### src/rtl/ibex_pkg.sv
// Shared types for the retirement-trace scheduler.
//   trace_rec_t          packed 106-bit trace record, pc in the LSBs
//   trace_sched_state_e  scheduler state (IDLE / RUN / DRAIN)
package ibex_pkg;

  typedef enum logic [1:0] {
    IDLE  = 2'd0,
    RUN   = 2'd1,
    DRAIN = 2'd2
  } trace_sched_state_e;

  typedef struct packed {
    logic        gap;       // first record accepted after one or more drops
    logic [1:0]  mode;
    logic        intr;
    logic        trap;
    logic [31:0] rd_wdata;
    logic [4:0]  rd_addr;
    logic [31:0] insn;
    logic [31:0] pc;
  } trace_rec_t;

  localparam int unsigned TraceRecW = $bits(trace_rec_t);

endpackage

### src/rtl/ibex_trace_sched_if.sv
// Bundles the RVFI retirement port and the trace output stream.
//   rvfi_*          retirement information from the core (no back-pressure)
//   trace_valid_o   record available on trace_data_o
//   trace_ready_i   consumer accepts the record
//   trace_data_o    packed trace record
// Handshake: a record transfers in every cycle where trace_valid_o and
// trace_ready_i are both 1. trace_valid_o never depends on trace_ready_i,
// and trace_data_o is held stable while valid is high and ready is low.
// Modports: master = core/consumer side, slave = scheduler.
interface ibex_trace_sched_if;
  import ibex_pkg::*;

  logic        rvfi_valid;
  logic [31:0] rvfi_pc_rdata;
  logic [31:0] rvfi_insn;
  logic [4:0]  rvfi_rd_addr;
  logic [31:0] rvfi_rd_wdata;
  logic        rvfi_trap;
  logic        rvfi_intr;
  logic [1:0]  rvfi_mode;
  logic        trace_valid_o;
  logic        trace_ready_i;
  trace_rec_t  trace_data_o;

  modport master (
    output rvfi_valid, rvfi_pc_rdata, rvfi_insn, rvfi_rd_addr, rvfi_rd_wdata,
    output rvfi_trap, rvfi_intr, rvfi_mode, trace_ready_i,
    input  trace_valid_o, trace_data_o
  );

  modport slave (
    input  rvfi_valid, rvfi_pc_rdata, rvfi_insn, rvfi_rd_addr, rvfi_rd_wdata,
    input  rvfi_trap, rvfi_intr, rvfi_mode, trace_ready_i,
    output trace_valid_o, trace_data_o
  );

endinterface

### src/rtl/ibex_trace_fifo.sv
// Generic synchronous FIFO.
//   clk, rst  clock, asynchronous active-high reset
//   push      write wdata (ignored when full unless pop is also high)
//   pop       advance the read pointer (ignored when empty)
//   flush     empty the FIFO; overrides push and pop
//   rdata     head entry, read straight from storage registers
//   full, empty, level  occupancy status
// Pointers carry one extra wrap bit: equal indices with differing wrap
// bits means full, identical pointers means empty.
module ibex_trace_fifo #(
  parameter int unsigned Width = 8,
  parameter int unsigned Depth = 8
) (
  input  logic                     clk,
  input  logic                     rst,
  input  logic                     push,
  input  logic                     pop,
  input  logic                     flush,
  input  logic [Width-1:0]         wdata,
  output logic [Width-1:0]         rdata,
  output logic                     full,
  output logic                     empty,
  output logic [$clog2(Depth):0]   level
);
  localparam int unsigned AW = $clog2(Depth);
  localparam logic [AW:0] PtrOne = 1;

  logic [Width-1:0] mem [Depth];
  logic [AW:0]      wptr;
  logic [AW:0]      rptr;

  assign empty = (wptr == rptr);
  assign full  = (wptr[AW-1:0] == rptr[AW-1:0]) && (wptr[AW] != rptr[AW]);
  assign level = wptr - rptr;
  assign rdata = mem[rptr[AW-1:0]];

  always_ff @(posedge clk or posedge rst) begin
    if (rst) begin
      wptr <= '0;
      rptr <= '0;
      for (int i = 0; i < int'(Depth); i++) mem[i] <= '0;
    end else if (flush) begin
      wptr <= '0;
      rptr <= '0;
    end else begin
      // When full, the slot being written is the one being popped this cycle;
      // the read side still sees the old value until the edge.
      if (push && (!full || pop)) begin
        mem[wptr[AW-1:0]] <= wdata;
        wptr              <= wptr + PtrOne;
      end
      if (pop && !empty) rptr <= rptr + PtrOne;
    end
  end

endmodule

### src/rtl/ibex_trace_sched.sv
// Retirement-trace buffer and scheduler.
//   clk, rst     clock, asynchronous active-high reset
//   enable_i     tracing enable (level)
//   flush_i      single-cycle pulse: discard buffered records, clear drop count
//   bus          RVFI input and trace output stream (slave modport)
//   level_o      FIFO occupancy
//   drop_cnt_o   saturating count of records dropped since reset/flush
//   busy_o       state is not IDLE (registered)
//   state_o      current scheduler state, for observation
// The core is never stalled: a retirement arriving while the FIFO is full
// and not being popped is dropped, counted, and the next accepted record
// is tagged with gap=1.
module ibex_trace_sched
  import ibex_pkg::*;
#(
  parameter int unsigned Depth    = 8,
  parameter int unsigned DropCntW = 16
) (
  input  logic                    clk,
  input  logic                    rst,
  input  logic                    enable_i,
  input  logic                    flush_i,
  ibex_trace_sched_if.slave       bus,
  output logic [$clog2(Depth):0]  level_o,
  output logic [DropCntW-1:0]     drop_cnt_o,
  output logic                    busy_o,
  output trace_sched_state_e      state_o
);
  localparam int unsigned LvlW = $clog2(Depth) + 1;
  localparam logic [LvlW-1:0]     LvlOne = 1;
  localparam logic [DropCntW-1:0] CntOne = 1;

  trace_sched_state_e state;
  trace_rec_t         rec;
  logic               gap_pending;
  logic               fifo_full;
  logic               fifo_empty;
  logic               push_req;
  logic               pop;
  logic               accept;
  logic               drop;
  logic               drain_done;

  assign push_req = (state == RUN) && bus.rvfi_valid;
  assign pop      = bus.trace_valid_o && bus.trace_ready_i;
  assign accept   = push_req && (!fifo_full || pop);
  assign drop     = push_req && fifo_full && !pop;
  // FIFO will be empty after this edge (DRAIN never pushes).
  assign drain_done = fifo_empty || ((level_o == LvlOne) && pop);

  assign rec = {gap_pending, bus.rvfi_mode, bus.rvfi_intr, bus.rvfi_trap,
                bus.rvfi_rd_wdata, bus.rvfi_rd_addr, bus.rvfi_insn,
                bus.rvfi_pc_rdata};

  assign bus.trace_valid_o = !fifo_empty;
  assign state_o           = state;

  ibex_trace_fifo #(
    .Width(TraceRecW),
    .Depth(Depth)
  ) u_fifo (
    .clk   (clk),
    .rst   (rst),
    .push  (accept),
    .pop   (pop),
    .flush (flush_i),
    .wdata (rec),
    .rdata (bus.trace_data_o),
    .full  (fifo_full),
    .empty (fifo_empty),
    .level (level_o)
  );

  // Scheduler state machine with registered busy flag.
  always_ff @(posedge clk or posedge rst) begin
    if (rst) begin
      state  <= IDLE;
      busy_o <= 1'b0;
    end else if (flush_i) begin
      if (state == DRAIN) begin
        state  <= IDLE;
        busy_o <= 1'b0;
      end
    end else begin
      case (state)
        IDLE: if (enable_i) begin
          state  <= RUN;
          busy_o <= 1'b1;
        end
        RUN: if (!enable_i) state <= DRAIN;
        DRAIN: begin
          if (enable_i) begin
            state <= RUN;
          end else if (drain_done) begin
            state  <= IDLE;
            busy_o <= 1'b0;
          end
        end
        default: begin
          state  <= IDLE;
          busy_o <= 1'b0;
        end
      endcase
    end
  end

  // Drop accounting and gap marking.
  always_ff @(posedge clk or posedge rst) begin
    if (rst) begin
      drop_cnt_o  <= '0;
      gap_pending <= 1'b0;
    end else if (flush_i) begin
      drop_cnt_o  <= '0;
      gap_pending <= 1'b0;
    end else begin
      if (accept) gap_pending <= 1'b0;
      else if (drop) gap_pending <= 1'b1;
      if (drop && (drop_cnt_o != '1)) drop_cnt_o <= drop_cnt_o + CntOne;
    end
  end

endmodule
### src/flat_wrapper.sv
// flat-port wrapper written by rule: the top's interface ports become plain ports
module ibex_trace_sched_flat import ibex_pkg::*;
#(
  parameter int unsigned Depth    = 8,
  parameter int unsigned DropCntW = 16
)
  (clk, rst, enable_i, flush_i, level_o, drop_cnt_o, busy_o, state_o, bus_rvfi_valid, bus_rvfi_pc_rdata, bus_rvfi_insn, bus_rvfi_rd_addr, bus_rvfi_rd_wdata, bus_rvfi_trap, bus_rvfi_intr, bus_rvfi_mode, bus_trace_ready_i, bus_trace_valid_o, bus_trace_data_o);
  ibex_trace_sched_if bus_i ();
  input  logic clk;
  input  logic rst;
  input  logic enable_i;
  input  logic flush_i;
  output logic [$clog2(Depth):0] level_o;
  output logic [DropCntW-1:0] drop_cnt_o;
  output logic busy_o;
  output trace_sched_state_e state_o;
  input wire logic [$bits(bus_i.rvfi_valid)-1:0] bus_rvfi_valid;
  input wire logic [$bits(bus_i.rvfi_pc_rdata)-1:0] bus_rvfi_pc_rdata;
  input wire logic [$bits(bus_i.rvfi_insn)-1:0] bus_rvfi_insn;
  input wire logic [$bits(bus_i.rvfi_rd_addr)-1:0] bus_rvfi_rd_addr;
  input wire logic [$bits(bus_i.rvfi_rd_wdata)-1:0] bus_rvfi_rd_wdata;
  input wire logic [$bits(bus_i.rvfi_trap)-1:0] bus_rvfi_trap;
  input wire logic [$bits(bus_i.rvfi_intr)-1:0] bus_rvfi_intr;
  input wire logic [$bits(bus_i.rvfi_mode)-1:0] bus_rvfi_mode;
  input wire logic [$bits(bus_i.trace_ready_i)-1:0] bus_trace_ready_i;
  output wire logic [$bits(bus_i.trace_valid_o)-1:0] bus_trace_valid_o;
  output wire logic [$bits(bus_i.trace_data_o)-1:0] bus_trace_data_o;
  assign bus_i.rvfi_valid = bus_rvfi_valid;
  assign bus_i.rvfi_pc_rdata = bus_rvfi_pc_rdata;
  assign bus_i.rvfi_insn = bus_rvfi_insn;
  assign bus_i.rvfi_rd_addr = bus_rvfi_rd_addr;
  assign bus_i.rvfi_rd_wdata = bus_rvfi_rd_wdata;
  assign bus_i.rvfi_trap = bus_rvfi_trap;
  assign bus_i.rvfi_intr = bus_rvfi_intr;
  assign bus_i.rvfi_mode = bus_rvfi_mode;
  assign bus_i.trace_ready_i = bus_trace_ready_i;
  assign bus_trace_valid_o = bus_i.trace_valid_o;
  assign bus_trace_data_o = bus_i.trace_data_o;
  ibex_trace_sched #(.Depth(Depth), .DropCntW(DropCntW)) u_core (.clk(clk), .rst(rst), .enable_i(enable_i), .flush_i(flush_i), .bus(bus_i), .level_o(level_o), .drop_cnt_o(drop_cnt_o), .busy_o(busy_o), .state_o(state_o));
endmodule
### config.mk
export PLATFORM = sky130hd
export DESIGN_NAME = ibex_trace_sched_flat
export DESIGN_NICKNAME = d
export VERILOG_FILES = /design/src/rtl/ibex_pkg.sv /design/src/rtl/ibex_trace_sched_if.sv /design/src/rtl/ibex_trace_fifo.sv /design/src/rtl/ibex_trace_sched.sv /design/src/flat_wrapper.sv
export SDC_FILE = /design/constraint.sdc
export NUM_CORES = 2
export LEC_CHECK = 0
export ABC_AREA = 1
export CORE_ASPECT_RATIO = 1.2
export CORE_UTILIZATION = 40
export DETAILED_ROUTE_END_ITERATION = 6
export SLEW_MARGIN = 0
export SYNTH_ARGS = -nofsm -noshare
export SYNTH_HDL_FRONTEND = slang
export SYNTH_SLANG_ARGS = --single-unit
### constraint.sdc
create_clock -name clk -period 47.1 [get_ports clk]
set_clock_uncertainty 0.05 [all_clocks]
set_input_delay 14.13 -clock clk [delete_from_list [all_inputs] [get_ports clk]]
set_output_delay 14.13 -clock clk [all_outputs]
set_load 0.01 [all_outputs]
==> run metrics <==
reg2reg path depth 12; Die X 292 microns; Post-CTS Hold Fix Bufs 0; RSZ-0062 raised after global routing false; initial DRC count 2654; CTS tree done; max cap viols 0; drt pass-1 iters 7; RR Startpoint u_core.u_fifo.rptr[1]; buffer count from post-CTS setup fixing 0; startpoint types register; Worst R2R End u_core.u_fifo.mem[360]; Die Y 350 microns; Synth cell types 30; most common cell after layout, fill and taps aside nand2_1; Pleak 21.0 nW; number of global-route vias before repair 31200; Clock transition at path regs 60 ps; layout cells sized above 1 8.64%; CTS buffer count 93; status finished, violations left; cell breakdown of the critical path inv_8, buf_4, buf_4, o21ai_0, o22ai_1, nand2_1, nand2_1, clkdlybuf4s50_1; Max VDD drop 0.0399 mV; Placed Area 42300 sq um; Slew HR 18.9%; # IOs 241; TritonCTS sink count 876; worst hold path type reg2reg; Post-DRT Antenna Nets 0; pre-CTS setup slack 28430 ps; synth warn 0; Final setup violation count 0; FFs w/ async S/R, synth 100%; GPL Wtd Cong 0.790; Layout Nets 4777; antenna violations before repair 3; setup ws final 27690 ps; prevailing post-synth register cell dfrtp_1; area grow syn2layout 13.1%; family with the most delay on the worst path buffers and inverters; most frequent cells in the layout nand2_1, dfrtp_1, o21ai_0, nor2_1, clkdlybuf4s50_1; PortBufs 240; row count 127; Req. time, crit path 32920 ps; DRC violations left 2; root buffer cell clkbuf_16; hold_ws 424 ps; Starting Density 40.4%; PD cells 55.1 nW/um^2; Mapped Area 40300 sq um; Fin Setup TNS 0 ps; failing checks design-rule violations; GRT overflow 0; CP max stage cell inv_8; vias 32100; largest net degree at the start of global routing 212; sequential share of the synthesized area 54.4%; Seq cells post-synth 876; CTS H-Tree Depth 3; part of the cycle the worst path needs 41.2%; gate count of the mapped netlist 4641; Slew Viols, Final 0; final hold viol count 0; worst-margin pin slew 1220 ps; hold endpoint u_core.u_fifo.mem[251]; hpwl dp 57200 microns; final design utilization 45.7%; Hold Crit Start u_core.u_fifo.mem[251]; core area 99800 sq um; Worst Path Arrival 5230 ps; Max Freq 51.5 MHz; first-pass GRT wire length 178000 microns; Tmin final 19410 ps; Mean Syn Cell Area 8.68 sq um; hold depth 2; post-detailed-route wirelength per cell 18.4 microns; Worst Setup End Kind output pin; Die Area 102000 sq um; final instance area 45600 sq um; critical-path maximum fanout 174; Longest Clk Path Bufs 3; clk_lat worst skew 640 ps; CTS resizes 0; max incr delay on CP 860 ps; vias per cell 5.34; crit path kind reg2out; Post-synth EDFFs 0; Mapped Nets 4759; Critical path buffers and inverters 4; wirelength, routed 111000 microns; Worst R2R Setup Slack 41730 ps; global-route usage over all layers 21.8%
[cells by family (layout without fill, tap and decap cells)]
logic type                 Yosys count  count (layout)  synth area share, %
buffers and inverters              498             590                 7.18
adders and majority gates            7               7                0.236
and+or+nand+nor                   1740            1740                 16.7
AOI/OAI and AO/OA                 1517            1517                 21.4
DFF                                876             876                 54.4
xor gates and xnor gates             3               3               0.0652
other                                0               1                    0
[final cells by class]
type | instances | area (sq um)
Tap cell | 1290 | 1610
Inverter | 146 | 577
Fill cell | 9869 | 54200
Clock buffer | 138 | 2800
Timing Repair Buffer | 275 | 2720
Sequential cell | 876 | 21900
Clock inverter | 31 | 422
Antenna cell | 1 | 2.50
Multi-Input combinational cell | 3267 | 15500
[cells in the mapped netlist (11+ instances only)]
| master | number | share of area, % |
|---|---|---|
| buf_1 | 11 | 0.10 |
| buf_2 | 25 | 0.31 |
| buf_4 | 45 | 0.84 |
| buf_6 | 109 | 3.0 |
| clkbuf_1 | 161 | 1.5 |
| dfrtp_1 | 876 | 54 |
| inv_1 | 139 | 1.3 |
| nand2_1 | 1224 | 11 |
| nand3_1 | 28 | 0.35 |
| nand4_1 | 17 | 0.26 |
| nor2_1 | 449 | 4.2 |
| nor3_1 | 11 | 0.14 |
| o21ai_0 | 866 | 11 |
| o21ai_1 | 229 | 2.8 |
| o21ai_2 | 199 | 4.3 |
| o22ai_1 | 212 | 3.3 |
[state kept, by name, summed over array words and instances, names as in the netlist]
register,count
u_core.busy_o,1
u_core.state_o,2
u_core.u_fifo.mem,848
u_core.gap_pending,1
u_core.u_fifo.wptr,4
u_core.drop_cnt_o,16
u_core.u_fifo.rptr,4
[tightest hold or removal path: stages (launching register included)]
cell and delay [ps]:
dfrtp_1 330, nand2_1 60, o21ai_2 50
[how the worst max path moves through the flow]
stage / from / end / slack (ps) / cells after the start
floorplan: rst / u_core.busy_o / 8300 / 1
global placement: u_core.u_fifo.rptr[0] / bus_trace_data_o[49] / 28450 / 8
detailed placement: u_core.u_fifo.rptr[0] / bus_trace_data_o[33] / 28430 / 8
CTS: u_core.u_fifo.rptr[0] / bus_trace_data_o[33] / 27740 / 8
global route: u_core.u_fifo.rptr[0] / bus_trace_data_o[33] / 27420 / 8
finish: u_core.u_fifo.rptr[0] / bus_trace_data_o[33] / 27690 / 8
[routing by layer]
layer  vias to the layer above  wire length [microns]  GRT usage, %
met1                     15700                  51500          30.3
li1                      15500                      -             -
met4                         4                   2090          5.88
met5                         -                     27             0
met3                       133                   5300          2.81
met2                       778                  52000          35.9
[metrics by stage]
step                instances  total power (W)
floorplan                4641          0.00142
global placement         5854          0.00175
detailed placement       5854          0.00176
CTS                      6023          0.00254
global route             6024          0.00267
finish                   6024          0.00251
[where the power goes]
| part | switching (W) | leakage, nW | internal, W |
|---|---|---|---|
| clock | 0.000308 | 1.60 | 0.000460 |
| combinational | 0.000485 | 7.39 | 0.000325 |
| sequential | 0.0000699 | 12.0 | 0.000862 |
Note: power is estimated with default switching activity, not from simulation.
